`config.mk`:
```
export PLATFORM = sky130hd
export DESIGN_NAME = alu_issue_ctrl
export DESIGN_NICKNAME = d
export VERILOG_FILES = /design/src/rtl/alu_pkg.sv /design/src/rtl/alu_regfile.sv /design/src/rtl/alu_issue_ctrl.sv
export SDC_FILE = /design/constraint.sdc
export NUM_CORES = 1
export LEC_CHECK = 0
export CORE_UTILIZATION = 30
export CTS_CLUSTER_DIAMETER = 150
export DETAILED_ROUTE_END_ITERATION = 8
export PLACE_DENSITY = 0.5
export SLEW_MARGIN = 20
export SYNTH_ARGS = -nofsm -noshare
export SYNTH_HDL_FRONTEND = slang
export SYNTH_SLANG_ARGS = --single-unit
export TNS_END_PERCENT = 5
```
`constraint.sdc`:
```
create_clock -name clk -period 2.5 [get_ports clk]
set_input_delay 0.5 -clock clk [delete_from_list [all_inputs] [get_ports clk]]
set_output_delay 0.5 -clock clk [all_outputs]
set_load 0.01 [all_outputs]
```
`src/rtl/alu_pkg.sv`:
```
// rtl/alu_pkg.sv - shared opcodes, instruction field positions and issue FSM encoding
package alu_pkg;

    typedef enum logic [3:0] {
        OP_ADD = 4'd0,
        OP_XOR = 4'd1,
        OP_OR  = 4'd2,
        OP_AND = 4'd3,
        OP_SEQ = 4'd4,
        OP_SLT = 4'd5,
        OP_SL  = 4'd6,
        OP_SR  = 4'd7
    } alu_op_e;

    typedef enum logic [1:0] {
        ST_IDLE = 2'd0,
        ST_EXEC = 2'd1,
        ST_WB   = 2'd2
    } issue_state_e;

    localparam int INSTR_W    = 16;
    localparam int REG_ADDR_W = 3;
    localparam int OP_MSB     = 15;
    localparam int OP_LSB     = 12;
    localparam int RD_MSB     = 11;
    localparam int RD_LSB     = 9;
    localparam int RS1_MSB    = 8;
    localparam int RS1_LSB    = 6;
    localparam int IMM_BIT    = 5;
    localparam int IMM5_MSB   = 4;
    localparam int IMM5_LSB   = 0;
    localparam int RS2_MSB    = 2;

    // Opcodes 8..15 are reserved and must never reach the ALU.
    function automatic logic op_is_legal(input logic [3:0] op);
        return (op <= 4'(OP_SR));
    endfunction

endpackage

```
`src/rtl/alu_regfile.sv`:
```
// rtl/alu_regfile.sv - 8xN architectural register file, r0 hardwired to zero
module alu_regfile
    import alu_pkg::*;
#(
    parameter int N    = 16,
    parameter int REGS = 8
) (
    input  logic                  clk,
    input  logic                  rst,
    input  logic                  i_we,
    input  logic [REG_ADDR_W-1:0] i_waddr,
    input  logic [N-1:0]          i_wdata,
    input  logic [REG_ADDR_W-1:0] i_raddr1,
    input  logic [REG_ADDR_W-1:0] i_raddr2,
    input  logic [REG_ADDR_W-1:0] i_dbg_addr,
    output logic [N-1:0]          o_rdata1,
    output logic [N-1:0]          o_rdata2,
    output logic [N-1:0]          o_dbg_data
);

    logic [N-1:0] r_regs [REGS];

    // r0 is only ever cleared, so it reads as zero without a read-side mux.
    always_ff @(posedge clk) begin
        if (rst) begin
            for (int i = 0; i < REGS; i++) begin
                r_regs[i] <= '0;
            end
        end else if (i_we && (i_waddr != '0)) begin
            r_regs[i_waddr] <= i_wdata;
        end
    end

    assign o_rdata1   = r_regs[i_raddr1];
    assign o_rdata2   = r_regs[i_raddr2];
    assign o_dbg_data = r_regs[i_dbg_addr];

endmodule

```
`src/rtl/alu_issue_ctrl.sv`:
```
// rtl/alu_issue_ctrl.sv - instruction issue, operand fetch and writeback around a combinational ALU
module alu_issue_ctrl
    import alu_pkg::*;
#(
    parameter int N    = 16,
    parameter int REGS = 8
) (
    input  logic                  clk,
    input  logic                  rst,
    input  logic                  instr_valid,
    output logic                  instr_ready,
    input  logic [INSTR_W-1:0]    instr,
    output logic [N-1:0]          alu_a,
    output logic [N-1:0]          alu_b,
    output logic [3:0]            alu_op,
    input  logic [N-1:0]          alu_out,
    output logic                  wb_valid,
    output logic [REG_ADDR_W-1:0] wb_addr,
    output logic [N-1:0]          wb_data,
    output logic                  illegal,
    input  logic [REG_ADDR_W-1:0] dbg_addr,
    output logic [N-1:0]          dbg_data
);

    issue_state_e r_state;
    issue_state_e w_next_state;

    logic [3:0]            w_op;
    logic [REG_ADDR_W-1:0] w_rd;
    logic [REG_ADDR_W-1:0] w_rs1;
    logic [REG_ADDR_W-1:0] w_rs2;
    logic                  w_imm;
    logic [4:0]            w_imm5;
    logic                  w_legal;
    logic                  w_accept;
    logic                  w_rf_we;
    logic [N-1:0]          w_rs1_data;
    logic [N-1:0]          w_rs2_data;
    logic [N-1:0]          w_operand_b;

    logic [N-1:0]          r_alu_a;
    logic [N-1:0]          r_alu_b;
    logic [3:0]            r_alu_op;
    logic [REG_ADDR_W-1:0] r_rd;
    logic                  r_wb_valid;
    logic [REG_ADDR_W-1:0] r_wb_addr;
    logic [N-1:0]          r_wb_data;
    logic                  r_illegal;

    assign w_op    = instr[OP_MSB:OP_LSB];
    assign w_rd    = instr[RD_MSB:RD_LSB];
    assign w_rs1   = instr[RS1_MSB:RS1_LSB];
    assign w_rs2   = instr[RS2_MSB:IMM5_LSB];
    assign w_imm   = instr[IMM_BIT];
    assign w_imm5  = instr[IMM5_MSB:IMM5_LSB];
    assign w_legal = op_is_legal(w_op);

    assign w_accept    = instr_valid && (r_state == ST_IDLE);
    assign w_operand_b = w_imm ? {{(N-5){1'b0}}, w_imm5} : w_rs2_data;
    assign w_rf_we     = (r_state == ST_EXEC);

    alu_regfile #(
        .N    (N),
        .REGS (REGS)
    ) u_regfile (
        .clk        (clk),
        .rst        (rst),
        .i_we       (w_rf_we),
        .i_waddr    (r_rd),
        .i_wdata    (alu_out),
        .i_raddr1   (w_rs1),
        .i_raddr2   (w_rs2),
        .i_dbg_addr (dbg_addr),
        .o_rdata1   (w_rs1_data),
        .o_rdata2   (w_rs2_data),
        .o_dbg_data (dbg_data)
    );

    always_ff @(posedge clk) begin
        if (rst) begin
            r_state <= ST_IDLE;
        end else begin
            r_state <= w_next_state;
        end
    end

    always_comb begin
        w_next_state = r_state;
        instr_ready  = 1'b0;
        case (r_state)
            ST_IDLE: begin
                instr_ready = 1'b1;
                if (instr_valid) begin
                    w_next_state = w_legal ? ST_EXEC : ST_WB;
                end
            end
            ST_EXEC: w_next_state = ST_WB;
            ST_WB:   w_next_state = ST_IDLE;
            default: w_next_state = ST_IDLE;
        endcase
    end

    // Illegal opcodes skip EXEC and leave the ALU inputs untouched.
    always_ff @(posedge clk) begin
        if (rst) begin
            r_alu_a    <= '0;
            r_alu_b    <= '0;
            r_alu_op   <= '0;
            r_rd       <= '0;
            r_wb_valid <= 1'b0;
            r_wb_addr  <= '0;
            r_wb_data  <= '0;
            r_illegal  <= 1'b0;
        end else begin
            case (r_state)
                ST_IDLE: begin
                    if (w_accept) begin
                        r_rd <= w_rd;
                        if (w_legal) begin
                            r_alu_a  <= w_rs1_data;
                            r_alu_b  <= w_operand_b;
                            r_alu_op <= w_op;
                        end else begin
                            r_illegal <= 1'b1;
                        end
                    end
                end
                ST_EXEC: begin
                    r_wb_valid <= 1'b1;
                    r_wb_addr  <= r_rd;
                    r_wb_data  <= alu_out;
                end
                ST_WB: begin
                    r_wb_valid <= 1'b0;
                    r_illegal  <= 1'b0;
                end
                default: ;
            endcase
        end
    end

    assign alu_a    = r_alu_a;
    assign alu_b    = r_alu_b;
    assign alu_op   = r_alu_op;
    assign wb_valid = r_wb_valid;
    assign wb_addr  = r_wb_addr;
    assign wb_data  = r_wb_data;
    assign illegal  = r_illegal;

endmodule

```
==> flow_metrics.tcl, run 1 <==
set metrics [dict create \
    dpl_worst_slack_ps -418 \
    p_leak_nw 4.43 \
    synth_top_area_share 0.394 \
    cts.sinks 190 \
    cap_violations 0 \
    die_height_um 182 \
    hp-class "reg2reg" \
    routed_via_density 4.86 \
    arrival_ps 1940 \
    cts-root-buf "clkbuf_16" \
    status "completed" \
    drtIter0Drc 515 \
    first_global_vias 6261 \
    min_period_ps 2440 \
    cts.clk_slew.worst_paths_ps 70 \
    postRouteAntennaNets 0 \
    row_count 65 \
    vias 6241 \
    skew_ps 8.02 \
    ys.flop_type "edfxtp_1" \
    grt_max_degree 39 \
    synth_warnings 0 \
    grt_busiest_layer "met2" \
    finish.utilization 0.388 \
    fp.coreArea_um2 31800 \
    dp_hpwl_mm 19.3 \
    use_met1 0.252 \
    route.detailed.drc 0 \
    ir_drop_mv 0.480 \
    syn_inst 698 \
    rsz0062_at_grt "no" \
    grt_pass1_wl_mm 42.9 \
    tightest_slew_ps 926 \
    drv_slew 0 \
    synth_top_area_cell "edfxtp_1" \
    place_inst 1248 \
    antenna_found_initial 0 \
    post-route-period-util 0.976 \
    antenna_cells 0 \
    holdWs_ps 454 \
    endpoint_kind "output port" \
    yosys.cell_types.count 43 \
    cp_cell_sequence "mux4_2 -> mux2_2 -> dlygate4sd2_1" \
    wl_mm 28.3 \
    crit_family "multiplexers" \
    synth.avg_cell_area_um2 14.0 \
    layout_common_cells "edfxtp_1, and2_1, clkdlybuf4s50_1, mux4_2, dfxtp_1" \
    final_common_cell "edfxtp_1" \
    ctsHtreeMaxLevel 4 \
    dpl_cell_area_um2 11600 \
    yosysSeqAreaShare 0.521 \
    cp_slowest_stage_delay_ps 480 \
    use_met2 0.277 \
    crit_path_max_fanout 3 \
    io_pins 112 \
    fin_area_um2 12300 \
    final_layout_size_suffix_gt1_frac 0.228 \
    critical_path_buf_inv_count 1 \
    required_ps 2000 \
    final_nets 878 \
    final_cells 1285 \
    cts_buffers 17 \
    holdBufCountCts 0 \
    place_congestion 0.825 \
    timing.final.ws_setup_ps 61.1 \
    ys_top_cells_by_area "edfxtp_1, mux4_2, dfxtp_1, and2_1, mux2i_1" \
    max_slew_margin 0.380 \
    grt.total_usage 0.178 \
    critPathKind "reg2out" \
    multi_input_area_um2 4400 \
    clockBufferDepth 2 \
    die_w_um 182 \
    start_kind "register" \
    grt_overflow_total 0 \
    first_pass_iters 5 \
    synth-edff-count 128 \
    n_fill_cell 2987 \
    worstSkewPairLatency_ps 430 \
    hold_viol 0 \
    finalSetupViolations 0 \
    synth_seq_cells 190 \
    initial_utilization 0.307 \
    syn_to_final_growth_pct 26.5 \
    io_buffers 111 \
    async_flop_share 0 \
    met3_usage 0.0373 \
    wl_per_cell_um 22.0 \
    final-seq-area_um2 5080 \
    synthesis.area_um2 9750 \
    max_freq_mhz 410 \
    power.density_nw_per_um2 623 \
    die_area_um2 33200 \
    crit_slowest_cell "mux4_2" \
    cts_tree "built" \
]
==> synthesized netlist by cell type (3+ instances only) <==
library cell	instances
a22oi_1	11
buf_2	19
mux2_2	17
buf_6	7
buf_4	8
nand3b_1	4
and2_1	112
o21ai_0	3
a32oi_1	10
nand3_1	3
nor3_1	17
clkbuf_1	12
nand2b_1	15
nand2_1	15
or2_1	5
mux2i_1	40
inv_1	5
mux4_2	86
o22ai_1	16
a21oi_1	12
ha_1	3
dfxtp_1	62
edfxtp_1	128
nor2_1	54
buf_1	9
==> what timing repair did <==
action                                  4_1_cts  5_1_grt
endpoints found under the setup margin       16        3
setup buffers                                 1        1
resized for setup                            26        2
gates cloned                                  3        0
==> stage by stage <==
stage | power, mW | TNS, ps
after floorplan | 4.25 | 0
after global routing | 7.99 | 0
after CTS | 7.79 | 0
final | 7.69 | 0
after detailed placement | 4.76 | -5770
after global placement | 4.76 | -5400
==> final cells by class <==
class / instances / share of cell area
Tap cell: 435 / 0.0441
Timing Repair Buffer: 160 / 0.134
Inverter: 5 / 0.00152
Clock buffer: 18 / 0.0348
Clock inverter: 14 / 0.0171
Multi-Input combinational cell: 463 / 0.356
Sequential cell: 190 / 0.412
==> per-layer routing <==
layer | wire length, um | vias up | share of wire
met5 | 0 | - | 0
met4 | 292 | 0 | 0.010
met3 | 1510 | 17 | 0.053
met2 | 13100 | 194 | 0.46
met1 | 13400 | 3109 | 0.47
li1 | - | 2921 | -
==> flip-flops by register name, indices dropped and copies added (netlist names) <==
register	flops
alu_a	16
alu_b	16
alu_op	4
illegal	1
r_rd	3
r_state	2
u_regfile.r_regs	128
wb_addr	3
wb_data	16
wb_valid	1
==> worst paths after layout <==
path / from / to / slack (ps) / cells after the start
hold / removal: alu_op[1]$_SDFFE_PP0P_ / alu_op[1]$_SDFFE_PP0P_ / 450 / 2
hold reg to reg: alu_op[1]$_SDFFE_PP0P_ / alu_op[1]$_SDFFE_PP0P_ / 450 / 2
setup / recovery: u_regfile.r_regs[2][15]$_SDFFCE_PN0P_ / dbg_data[15] / 60 / 3
setup reg to reg: r_state[0]$_SDFFE_PP0P_ / alu_b[10]$_SDFFE_PP0P_ / 440 / 6
==> where the power goes <==
group / internal (mW) / switching (mW)
sequential: 3.49 / 0.112
combinational: 0.567 / 0.509
clock: 1.78 / 1.23
==> kinds of logic after synthesis <==
| logic type | Yosys count | synth area share |
|---|---|---|
| compound gates | 61 | 0.0421 |
| fa+ha+maj | 3 | 0.00385 |
| buf+inv | 60 | 0.0340 |
| flops | 190 | 0.521 |
| mux | 143 | 0.259 |
| other cells | 1 | 0.000384 |
| simple gates | 240 | 0.139 |
==> worst reg2reg max path, delay by kind of cell, from the launching register on <==
family          cells  cell delay [ps]
fa+ha+maj           1              190
compound gates      1              230
flops               1              330
simple gates        3             1150
buf+inv             1               80
Power figures use the tool's default switching activity.
==> inputs of run 2 (changes only) <==
--- a/config.mk
+++ b/config.mk
@@ -5,10 +5,10 @@
 export SDC_FILE = /design/constraint.sdc
 export NUM_CORES = 1
 export LEC_CHECK = 0
-export CORE_UTILIZATION = 30
+export CORE_UTILIZATION = 48
 export CTS_CLUSTER_DIAMETER = 150
 export DETAILED_ROUTE_END_ITERATION = 8
-export PLACE_DENSITY = 0.5
+export PLACE_DENSITY = 0.72
 export SLEW_MARGIN = 20
 export SYNTH_ARGS = -nofsm -noshare
 export SYNTH_HDL_FRONTEND = slang
==> run 2 against run 1 <==
Against the previous run:
- clock-buffer cell count is 4 higher
- setup slack worse by 27 ps
- clock power down 9.7%
- combinational power barely moved
- cell count decreased by 14%
- critical path depth unchanged
- register-to-register slack lost 40 ps
- clock skew is 0.90 ps higher
- final area is 2.6% lower
- total power down 4.0%
- die area decreased by 37%
- critical path type unchanged
- largest cell class unchanged
- largest power group unchanged
==> flow_metrics.tcl, run 2 (same netlist as run 1, synthesis figures left out) <==
set metrics [dict create \
    fin_area_um2 12000 \
    power.density_nw_per_um2 614 \
    first_pass_iters 5 \
    vias 6684 \
    dpl_worst_slack_ps -365 \
    first_global_vias 6638 \
    crit_cells 3 \
    drtIter0Drc 574 \
    post-route-period-util 0.986 \
    die_area_um2 20900 \
    cap_violations 0 \
    fp.coreArea_um2 19700 \
    cp_cell_sequence "mux4_2 -> mux2_2 -> dlygate4sd2_1" \
    dp_hpwl_mm 17.4 \
    critPathKind "reg2out" \
    hold_depth 2 \
    ctsHtreeMaxLevel 4 \
    max_slew_margin 0.339 \
    crit_path_max_fanout 3 \
    die_height_um 145 \
    route.detailed.drc 0 \
    antenna_cells 0 \
    reg2reg_depth 7 \
    layout_common_cells "edfxtp_1, and2_1, clkdlybuf4s50_1, mux4_2, dfxtp_1" \
    skew_ps 8.93 \
    required_ps 2000 \
    final_cells 1105 \
    ir_drop_mv 0.489 \
    io_pins 112 \
    finalSetupViolations 0 \
    cp_slowest_stage_delay_ps 500 \
    cts_tree "built" \
    postRouteAntennaNets 0 \
    endpoint_kind "output port" \
    die_w_um 145 \
    grt_pass1_wl_mm 39.9 \
    cts-root-buf "clkbuf_16" \
    n_fill_cell 1495 \
    hp-class "reg2reg" \
    final_common_cell "edfxtp_1" \
    place_inst 1070 \
    dpl_cell_area_um2 11300 \
    multi_input_area_um2 4390 \
    tightest_slew_ps 990 \
    cts.clk_slew.worst_paths_ps 70 \
    final-seq-area_um2 5080 \
    p_leak_nw 4.37 \
    min_period_ps 2470 \
    crit_family "multiplexers" \
    worstSkewPairLatency_ps 430 \
    final_layout_size_suffix_gt1_frac 0.221 \
    timing.final.ws_setup_ps 33.8 \
    cts_buffers 17 \
    holdWs_ps 461 \
    initial_utilization 0.495 \
    clockBufferDepth 2 \
    fin_tns_setup_ps 0 \
    routed_via_density 6.05 \
    io_buffers 111 \
    crit_slowest_cell "mux4_2" \
    grt_max_degree 58 \
    place_congestion 0.893 \
    final_nets 869 \
    status "completed" \
    wl_per_cell_um 24.0 \
    largest_reg_flops 128 \
    critical_path_buf_inv_count 1 \
    grt.total_usage 0.269 \
    syn_to_final_growth_pct 23.2 \
    wl_mm 26.5 \
    rsz0062_at_grt "no" \
    antenna_found_initial 1 \
    row_count 51 \
    grt_overflow_total 0 \
    drv_slew 0 \
    arrival_ps 1970 \
    max_freq_mhz 405 \
    hold_viol 0 \
    start_kind "register" \
    largest-register "u_regfile.r_regs" \
    cts.sinks 190 \
]
==> run 2: changes by cell type in the layout (fill, tap and decap cells not counted), sizes merged <==
cell,change
buf,-9
bufinv,-5
clkbuf,+4
clkdlybuf4s15,+3
dlygate4sd2,-3
bufbuf,-1
clkinv,-1
dlymetal6s2s,+1
inv,+1
==> run 2: what timing repair did <==
| item | CTS | global route |
|---|---|---|
| pin swaps | 0 | 0 |
| endpoints found under the setup margin | 16 | 6 |
| hold buffers | 0 | 0 |
| gates cloned | 3 | 0 |
| buffers inserted | 0 | 1 |
| gates resized for setup | 23 | 5 |
==> run 2: metrics by stage <==
stage,total power [mW],util
2_1_floorplan,4.25,-
3_3_place_gp,4.70,0.575
3_5_place_dp,4.73,0.575
4_1_cts,7.41,0.609
5_1_grt,7.61,0.609
6_report,7.38,0.609
==> run 2: layout make-up <==
cell class / instances / area share
flip-flops and latches: 190 / 0.423
multi-input cells: 463 / 0.366
repair buffers: 151 / 0.132
clock buffers: 22 / 0.0441
well taps: 265 / 0.0276
clock inverters: 9 / 0.00562
inverters: 5 / 0.00156
==> run 2: report_power, final <==
group	leakage [nW]	switching (mW)	internal [mW]
combinational	2.26	0.506	0.556
clock	0.292	1.19	1.52
sequential	1.82	0.114	3.49
total	4.37	1.81	5.57
==> run 2: layer usage <==
metal	up-vias	GRT usage	share of wire	routed length, um
met5	-	0	0.00049	13
met4	2	0.114	0.031	826
met3	59	0.0576	0.091	2410
met2	386	0.422	0.47	12400
met1	3332	0.364	0.41	10900
li1	2905	-	-	-
==> run 2: tightest hold or removal path: cells and delay by family (launching register included) <==
family | cells | cell delay (ps)
flops | 1 | 310
simple gates | 1 | 50
compound gates | 1 | 50
==> run 2: worst paths after layout <==
| check | from | end | slack [ps] |
|---|---|---|---|
| worst min-delay path | alu_op[1]$_SDFFE_PP0P_ | alu_op[1]$_SDFFE_PP0P_ | 460 |
| worst max-delay path | u_regfile.r_regs[7][14]$_SDFFCE_PN0P_ | dbg_data[14] | 30 |
| worst min register to register | alu_op[1]$_SDFFE_PP0P_ | alu_op[1]$_SDFFE_PP0P_ | 460 |
| worst max register to register | r_state[0]$_SDFFE_PP0P_ | alu_a[9]$_SDFFE_PP0P_ | 400 |
